==> src/rtl/rf_wb_sched.sv <==
// Write-back port scheduler: arbitrates the single register-file write port between the WB stage
// and a long-latency result FIFO, and keeps a busy scoreboard. Optional forwarding: RF_WB_FORWARD_EN.
module rf_wb_sched #(
    parameter int unsigned DEPTH    = 4,
    parameter int unsigned MAX_WAIT = 8
) (
    input  logic        clk,
    input  logic        rst,
    input  logic        pipe_wb_en,
    input  logic [4:0]  pipe_wb_rd,
    input  logic [31:0] pipe_wb_data,
    input  logic        lu_valid,
    input  logic [4:0]  lu_rd,
    input  logic [31:0] lu_data,
    output logic        lu_ready,
    input  logic        lu_issue,
    input  logic [4:0]  lu_issue_rd,
    input  logic [4:0]  id_rs1,
    input  logic [4:0]  id_rs2,
    input  logic [4:0]  id_rd,
`ifdef RF_WB_FORWARD_EN
    input  logic [31:0] rf_rs1_data,
    input  logic [31:0] rf_rs2_data,
    output logic [31:0] fwd_rs1_data,
    output logic [31:0] fwd_rs2_data,
`endif
    output logic        hazard_stall,
    output logic        pipe_hold,
    output logic        wb_en,
    output logic [4:0]  W_rd_index,
    output logic [31:0] wb_data
);
    localparam int unsigned AW = $clog2(DEPTH);
    localparam int unsigned CW = AW + 1;
    localparam int unsigned WW = $clog2(MAX_WAIT + 1);
    localparam logic [CW-1:0] FullCnt = CW'(DEPTH);
    localparam logic [WW-1:0] WaitMax = WW'(MAX_WAIT);
    localparam logic [WW-1:0] WaitSet = WW'(MAX_WAIT - 1);

    logic [4:0]    r_mem_rd   [DEPTH];
    logic [31:0]   r_mem_data [DEPTH];
    logic [AW-1:0] r_wr_ptr;
    logic [AW-1:0] r_rd_ptr;
    logic [CW-1:0] r_count;
    logic [WW-1:0] r_wait;
    logic          r_pipe_hold;
    logic [31:0]   r_busy;

    logic          w_full;
    logic          w_empty;
    logic          w_push;
    logic          w_pop;
    logic          w_grant_pipe;
    logic [CW-1:0] w_count_next;
    logic [4:0]    w_head_rd;
    logic [31:0]   w_head_data;
    logic [4:0]    w_sel_rd;
    logic [31:0]   w_sel_data;
    logic [31:0]   w_busy_set;
    logic [31:0]   w_busy_clr;
    logic [31:0]   w_busy_next;

    assign w_full       = (r_count == FullCnt);
    assign w_empty      = (r_count == '0);
    assign lu_ready     = !rst && !w_full;
    assign w_push       = lu_valid && lu_ready;
    assign w_grant_pipe = !rst && !r_pipe_hold && pipe_wb_en;
    assign w_pop        = !rst && !w_grant_pipe && !w_empty;
    assign w_head_rd    = r_mem_rd[r_rd_ptr];
    assign w_head_data  = r_mem_data[r_rd_ptr];
    assign pipe_hold    = r_pipe_hold;

    always_comb begin
        w_sel_rd   = '0;
        w_sel_data = '0;
        if (w_grant_pipe) begin
            w_sel_rd   = pipe_wb_rd;
            w_sel_data = pipe_wb_data;
        end else if (w_pop) begin
            w_sel_rd   = w_head_rd;
            w_sel_data = w_head_data;
        end
    end

    // A granted x0 write is consumed but never reaches the register file.
    assign wb_en      = (w_grant_pipe || w_pop) && (w_sel_rd != 5'd0);
    assign W_rd_index = w_sel_rd;
    assign wb_data    = w_sel_data;

    always_comb begin
        w_count_next = r_count;
        if (w_push && !w_pop) begin
            w_count_next = r_count + CW'(1);
        end else if (!w_push && w_pop) begin
            w_count_next = r_count - CW'(1);
        end
    end

    // Set beats clear on the same index so a re-issued op stays tracked.
    always_comb begin
        w_busy_set = '0;
        w_busy_clr = '0;
        if (lu_issue && (lu_issue_rd != 5'd0)) begin
            w_busy_set[lu_issue_rd] = 1'b1;
        end
        if (w_pop) begin
            w_busy_clr[w_head_rd] = 1'b1;
        end
        w_busy_next    = (r_busy & ~w_busy_clr) | w_busy_set;
        w_busy_next[0] = 1'b0;
    end

    always_ff @(posedge clk) begin
        if (w_push) begin
            r_mem_rd[r_wr_ptr]   <= lu_rd;
            r_mem_data[r_wr_ptr] <= lu_data;
        end
    end

    always_ff @(posedge clk or posedge rst) begin
        if (rst) begin
            r_wr_ptr    <= '0;
            r_rd_ptr    <= '0;
            r_count     <= '0;
            r_wait      <= '0;
            r_pipe_hold <= 1'b0;
            r_busy      <= '0;
        end else begin
            if (w_push) begin
                r_wr_ptr <= r_wr_ptr + AW'(1);
            end
            if (w_pop) begin
                r_rd_ptr <= r_rd_ptr + AW'(1);
            end
            r_count <= w_count_next;
            r_busy  <= w_busy_next;

            if (w_empty || w_pop) begin
                r_wait <= '0;
            end else if (r_wait != WaitMax) begin
                r_wait <= r_wait + WW'(1);
            end

            if (w_pop) begin
                r_pipe_hold <= 1'b0;
            end else if ((!w_empty && (r_wait == WaitSet)) || (w_count_next == FullCnt)) begin
                r_pipe_hold <= 1'b1;
            end
        end
    end

`ifdef RF_WB_FORWARD_EN
    logic w_fifo_wr;
    logic w_mask_rs1;
    logic w_mask_rs2;

    assign w_fifo_wr    = wb_en && !w_grant_pipe;
    assign w_mask_rs1   = w_fifo_wr && (W_rd_index == id_rs1);
    assign w_mask_rs2   = w_fifo_wr && (W_rd_index == id_rs2);
    assign hazard_stall = !rst && ((r_busy[id_rs1] && !w_mask_rs1) ||
                                   (r_busy[id_rs2] && !w_mask_rs2) || r_busy[id_rd]);
    assign fwd_rs1_data = (wb_en && (W_rd_index == id_rs1)) ? wb_data : rf_rs1_data;
    assign fwd_rs2_data = (wb_en && (W_rd_index == id_rs2)) ? wb_data : rf_rs2_data;
`else
    assign hazard_stall = !rst && (r_busy[id_rs1] || r_busy[id_rs2] || r_busy[id_rd]);
`endif

    a_no_pipe_wr_during_hold: assert property (
        @(posedge clk) disable iff (rst) !(r_pipe_hold && pipe_wb_en));

endmodule

==> config.mk <==
export PLATFORM = sky130hd
export DESIGN_NAME = rf_wb_sched
export DESIGN_NICKNAME = d
export VERILOG_FILES = /design/src/rtl/rf_wb_sched.sv
export SDC_FILE = /design/constraint.sdc
export NUM_CORES = 1
export LEC_CHECK = 0
export CAP_MARGIN = 20
export CORE_MARGIN = 2
export CORE_UTILIZATION = 48
export CTS_CLUSTER_DIAMETER = 200
export DETAILED_ROUTE_END_ITERATION = 8
export GPL_ROUTABILITY_DRIVEN = 1
export PLACE_DENSITY = 0.77
export SYNTH_ARGS = -nofsm -noshare
export SYNTH_HDL_FRONTEND = slang
export SYNTH_SLANG_ARGS = --single-unit
==> constraint.sdc <==
create_clock -name clk -period 2.3 [get_ports clk]
set_input_delay 0.345 -clock clk [delete_from_list [all_inputs] [get_ports clk]]
set_output_delay 0.345 -clock clk [all_outputs]
set_load 0.05 [all_outputs]
# [Word-level counts from Yosys, hierarchy flattened]
# Memories as Yosys holds them, arrays and structs flattened.
# Index checks and enable logic that the tools add are counted.
[totals] regBits=43 ram_bits=148 in_bits=99 out_inout_bits=41 word_cells=82 mem_count=2
[memory_table] memory="r_mem_data" words=4 word_bits=32 rd=1 rd_ports_with_merged_regs=0 wr=1 line_no="41" rtl="logic [31:0] r_mem_data [DEPTH];"
[memory_table] memory="r_mem_rd" words=4 word_bits=5 rd=1 rd_ports_with_merged_regs=0 wr=1 line_no="40" rtl="logic [4:0] r_mem_rd [DEPTH];"
[classes] add_sub_neg=5 n_lt_le_gt_ge=7 n_eq_ne=4 mux=24 bitwise_logic=3 n_reduce_logical=31
[op_table] cell="$mux W32" n=4
[op_table] cell="$and A32 B32 Y32" n=1
[op_table] cell="$not A32 Y32" n=1
[op_table] cell="$or A32 B32 Y32" n=1
[op_table] cell="$lt A5 B6 Y1 const B" n=5
[op_table] cell="$bmux W1 S5" n=3
[op_table] cell="$logic_and A1 B1 Y1" n=14
[op_table] cell="$demux W1 S5" n=2
[op_table] cell="$ge A5 B1 Y1 const B" n=2
[op_table] cell="$mux W5" n=2
[op_table] cell="$reduce_bool A5 Y1" n=2
[op_table] cell="$mux W1" n=9
[op_table] cell="$mux W4" n=2
[op_table] cell="$logic_not A1 Y1" n=7
[op_table] cell="$eq A3 B3 Y1 const B" n=2
[op_table] cell="$mux W3" n=2
[op_table] cell="$logic_or A1 B1 Y1" n=5
[op_table] cell="$add A2 B1 Y2 const B" n=2
[op_table] cell="$add A4 B1 Y4 const B" n=1
[op_table] cell="$eq A4 B3 Y1 const B" n=1
[op_table] cell="$ne A4 B4 Y1 const B" n=1
[op_table] cell="$reduce_bool A2 Y1" n=2
[op_table] cell="$add A3 B1 Y3 const B" n=1
[op_table] cell="$logic_not A3 Y1" n=1
[op_table] cell="$sub A3 B1 Y3 const B" n=1

# [Depth between registers and ports, before layout]
[depth] word_depth=13 ltp_mapped=8 ltp_nobuf=7

# [Worst setup path after synthesis]
# OpenSTA, ideal clock, no wires.
[synth_timing] path_kind="register to output" from="register r_count[1]" to="output port wb_en" t_arrival_ns=2.338 required_ns=1.955 path_slack_ns=-0.383 stages_incl_launch_ff=9 n_path_buf=1 cell_sequence="dfrtp_1 inv_1 ha_1 nor2b_1 nor3_2 clkbuf_1 a22o_1 nor2_1 nand2_1"
[synth_between] elab_chain_len=7 elab_cells_between_ends=8 cone_classes="mux: 2; reduce/logical: 6"
[synth_rtl] element="start, declared" line_no="44" rtl="logic [CW-1:0] r_count;"
[synth_rtl] element="start signal, assigned" line_no="135" rtl="r_count <= w_count_next;"
[synth_rtl] element="$logic_not A3 Y1" line_no="64" rtl="assign w_empty = (r_count == '0);"
[synth_rtl] element="$logic_not A1 Y1" line_no="68" rtl="assign w_pop = !rst && !w_grant_pipe && !w_empty;"
[synth_rtl] element="$logic_and A1 B1 Y1" line_no="68"
[synth_rtl] element="$mux W5" line_no="79" rtl="end else if (w_pop) begin"
[synth_rtl] element="$mux W5" line_no="76" rtl="if (w_grant_pipe) begin"
[synth_rtl] element="named net W_rd_index[0]" line_no="30" rtl="output logic [4:0] W_rd_index,"
[synth_rtl] element="$reduce_bool A5 Y1" line_no="86" rtl="assign wb_en = (w_grant_pipe || w_pop) && (w_sel_rd != 5'd0);"
[synth_rtl] element="$logic_and A1 B1 Y1" line_no="86"
[synth_rtl] element="end, declared" line_no="29" rtl="output logic wb_en,"
# The timed path passes the listed nets, and every way through them passes these cells.

# [Worst setup path after layout]
[layout_timing] from="register r_rd_ptr[0]" to="output port wb_en"
[layout_between] elab_chain_len=5
[layout_rtl] element="start, declared" line_no="43" rtl="logic [AW-1:0] r_rd_ptr;"
[layout_rtl] element="start signal, assigned" line_no="133" rtl="r_rd_ptr <= r_rd_ptr + AW'(1);"
[layout_rtl] element="$mem_v2 Z4 W5"
[layout_rtl] element="$mux W5" line_no="79"
[layout_rtl] element="$mux W5" line_no="76"
[layout_rtl] element="$reduce_bool A5 Y1" line_no="86"
[layout_rtl] element="$logic_and A1 B1 Y1" line_no="86"
# No other way between the ends.

==> flow_metrics.env <==
export IMPL_endpoint_kind="primary output"
export IMPL_hold_ws_ns=0.557
export IMPL_slew_violations=0
export IMPL_fin_cells=984
export IMPL_htree_levels=4
export IMPL_slew_headroom_pct=63.1
export IMPL_hold_viol_final=0
export IMPL_yosys_warnings=0
export IMPL_start_kind="flip-flop"
export IMPL_cp_max_fo=6
export IMPL_worstPathRequired_ns=1.96
export IMPL_synth_largest_area_cell="edfxtp_1"
export IMPL_grt_first_pass_wirelength_um=35300
export IMPL_start_util_pct=49.2
export IMPL_io_buffers=139
export IMPL_ir_drop_mv=0.708
export IMPL_period_share_pct=115
export IMPL_fmax_mhz=377
export IMPL_synth_edff_count=148
export IMPL_ys_flop_type="edfxtp_1"
export IMPL_cts_tree="built"
export IMPL_pin_count=140
export IMPL_worst_slack_ns=-0.354
export IMPL_root_buffer="clkbuf_16"
export IMPL_cts_inserted_buffers=17
export IMPL_violations="negative setup slack"
export IMPL_holdPathStages=1
export IMPL_grt_max_degree=44
export IMPL_ys_types=51
export IMPL_synth_fp_nets=630
export IMPL_ant_nets=0
export IMPL_cts_buffer_depth=2
export IMPL_final_net_count=853
export IMPL_synthSimpleGateAreaFrac_pct=5.36
export IMPL_vias=5947
export IMPL_synth_compound_area_share_pct=10.0
export IMPL_skew_ns=0.00966
export IMPL_finalSetupViolCount=39
export IMPL_vias_per_cell=6.04
export IMPL_run_status="finished, violations left"
export IMPL_dp_cells=920
export IMPL_grt_usage_pct=25.7
export IMPL_maxCapViolCount=0
export IMPL_clk_pin_slew_ns=0.07
export IMPL_die_x_um=137
export IMPL_area_growth_pct=46.2
export IMPL_grt_pass1_vias=6339
export IMPL_synth_seq_cells=191
export IMPL_crit_cells=6
export IMPL_synth_top_cell_area_share_pct=52.0
export IMPL_place_gp_congestion=0.868
export IMPL_holdCritPathClass="in -> reg"
export IMPL_die_area_um2=18900
export IMPL_critPathBufInv=2
export IMPL_r2r_cells=6
export IMPL_cpMaxStageDelayCell="mux4_2"
export IMPL_overflow=0
export IMPL_drc=0
export IMPL_drtIter0Drc=487
export IMPL_async_reset_ff_share_pct=22.5
export IMPL_syn_cell_area_um2=8540
export IMPL_die_y_um=137
export IMPL_seq_area_frac_synth_pct=64.6
export IMPL_final_fill_count=977
export IMPL_place_hpwl_um=14700
export IMPL_drt_first_pass_iters=5
export IMPL_clock_sinks=191
export IMPL_p_per_area_nw_per_um2=1210
export IMPL_cp_slowest_stage_delay_ns=0.52
export IMPL_wl_um=23300
export IMPL_synthXorXnorAreaFrac_pct=0.820
export IMPL_min_period_ns=2.65
export IMPL_clkLatencyLatePin_ns=0.42
export IMPL_grt_setup_unrepaired="yes"
export IMPL_timing_worst_setup_path_type="reg -> out"
export IMPL_power_leakage_uw=0.00457
export IMPL_layout_drive_gt1_share_pct=37.2
export IMPL_cp_cell_sequence="buf_6 > mux4_2 > a22o_1 > nor3_2 > nand2_1 > buf_12"
export IMPL_synth_mux_area_share_pct=15.9
export IMPL_synth_top_family_by_area="multiplexers"
export IMPL_wl_per_cell_um=23.7
export IMPL_coreArea_um2=17400
export IMPL_post_synth_top_count_cell="edfxtp_1"
export IMPL_netlist_top_cells_area="edfxtp_1 (52%), mux4_2 (14%), dfrtp_1 (13%), a22o_1 (3.8%), o21ai_0 (3.0%)"
export IMPL_antenna_found_initial=1
export IMPL_netlist_top_cells_count="edfxtp_1 (148), mux4_2 (52), o21ai_0 (51)"
export IMPL_syn_avg_cell_area_um2=16.4
export IMPL_synthAdderAreaFrac_pct=1.32
export IMPL_crit_arrival_ns=2.31
export IMPL_row_count=48
export IMPL_cpLargestDelayFamily="multiplexers"
export IMPL_syn_inst=522
export IMPL_tightest_slew_ns=0.553
[worst reg2reg max path, stage by stage, from the launching register on]
cell and delay [ns]:
dfrtp_2 0.47, buf_8 0.16, mux4_2 0.53, buf_4 0.17, nand3b_1 0.32, o21ai_0 0.29
o21ai_0 0.15
[stage by stage]
step                      setup TNS [ns]  setup slack [ns]  util [%]  area [um2]  total power (uW)
after floorplan                   -0.233            -0.233         -        8620              8310
after global placement             -2.93            -0.575      64.1       11100             10800
after detailed placement           -5.50            -0.573      64.1       11100             11000
after CTS                          -8.46            -0.386      71.0       12300             14900
after global routing              -10.74            -0.434      71.9       12500             15700
final                              -8.27            -0.354      71.9       12500             15100
[cell type report]
cell class / instances / area, um2 / area share [%]
diodes: 1 / 2.50 / 0.0200
clock buffers: 22 / 444 / 3.56
clock inverters: 10 / 139 / 1.11
inverters: 13 / 52.6 / 0.421
multi-input cells: 294 / 3310 / 26.5
flip-flops and latches: 191 / 5520 / 44.3
well taps: 225 / 282 / 2.26
repair buffers: 228 / 2730 / 21.9
[flip-flops by register name, indices dropped and copies added (netlist names)]
| register | flops |
|---|---|
| pipe_hold | 1 |
| r_busy | 31 |
| r_count | 3 |
| r_mem_data | 128 |
| r_mem_rd | 20 |
| r_rd_ptr | 2 |
| r_wait | 4 |
| r_wr_ptr | 2 |
[power by group]
| group | switching, uW | internal [uW] |
|---|---|---|
| Combinational | 3400 | 3820 |
| Clock | 1230 | 1710 |
| Sequential | 586 | 4390 |
[per-layer routing]
layer	vias up	global-route usage [%]	wire, um
met5	-	0	0
met1	3058	32.0	8970
met2	250	44.0	12200
li1	2588	-	-
met3	51	5.63	1490
met4	0	10.4	692
[final timing paths]
path / from / end / slack (ns)
min in group asynchronous: rst / r_count[2] / 0.75
min: lu_data[15] / r_mem_data[0][15] / 0.56
max reg2reg: r_rd_ptr[0] / r_busy[30] / 0.07
max in group asynchronous: rst / r_busy[8] / 1.13
min reg2reg: r_busy[4] / r_busy[4] / 0.59
max: r_rd_ptr[0] / wb_en / -0.35
[logic make-up (layout without fill, tap and decap cells)]
family                   Yosys count  count (layout)
adder cells (fa/ha/maj)            9               9
multiplexers                      68              68
AO/OA/AOI/OAI                    126             126
AND/OR/NAND/NOR                   83              83
buffers and inverters             37             273
flip-flops                       191             191
other                              0               1
XOR/XNOR                           8               8
[timing repair]
| item | in CTS | in global routing |
|---|---|---|
| hold buffers | 0 | 0 |
| gates resized for setup | 69 | 28 |
| setup endpoints to repair | 52 | 43 |
| pin swaps | 16 | 13 |
| buffers inserted | 26 | 9 |
| cloned | 3 | 1 |
[cells in the final DEF, fill, tap and decap left out, types with 10 or more instances in the layout]
| master | instances |
|---|---|
| nand2_1 | 17 |
| clkdlybuf4s50_1 | 95 |
| o21ai_1 | 14 |
| clkbuf_16 | 18 |
| nor2b_1 | 11 |
| edfxtp_1 | 148 |
| dfrtp_1 | 40 |
| a22o_4 | 34 |
| mux4_2 | 53 |
| buf_12 | 49 |
| o21ai_0 | 50 |
| inv_1 | 10 |
| nor2_1 | 10 |
| buf_4 | 56 |
| buf_6 | 18 |
Power figures use the tool's default switching activity.
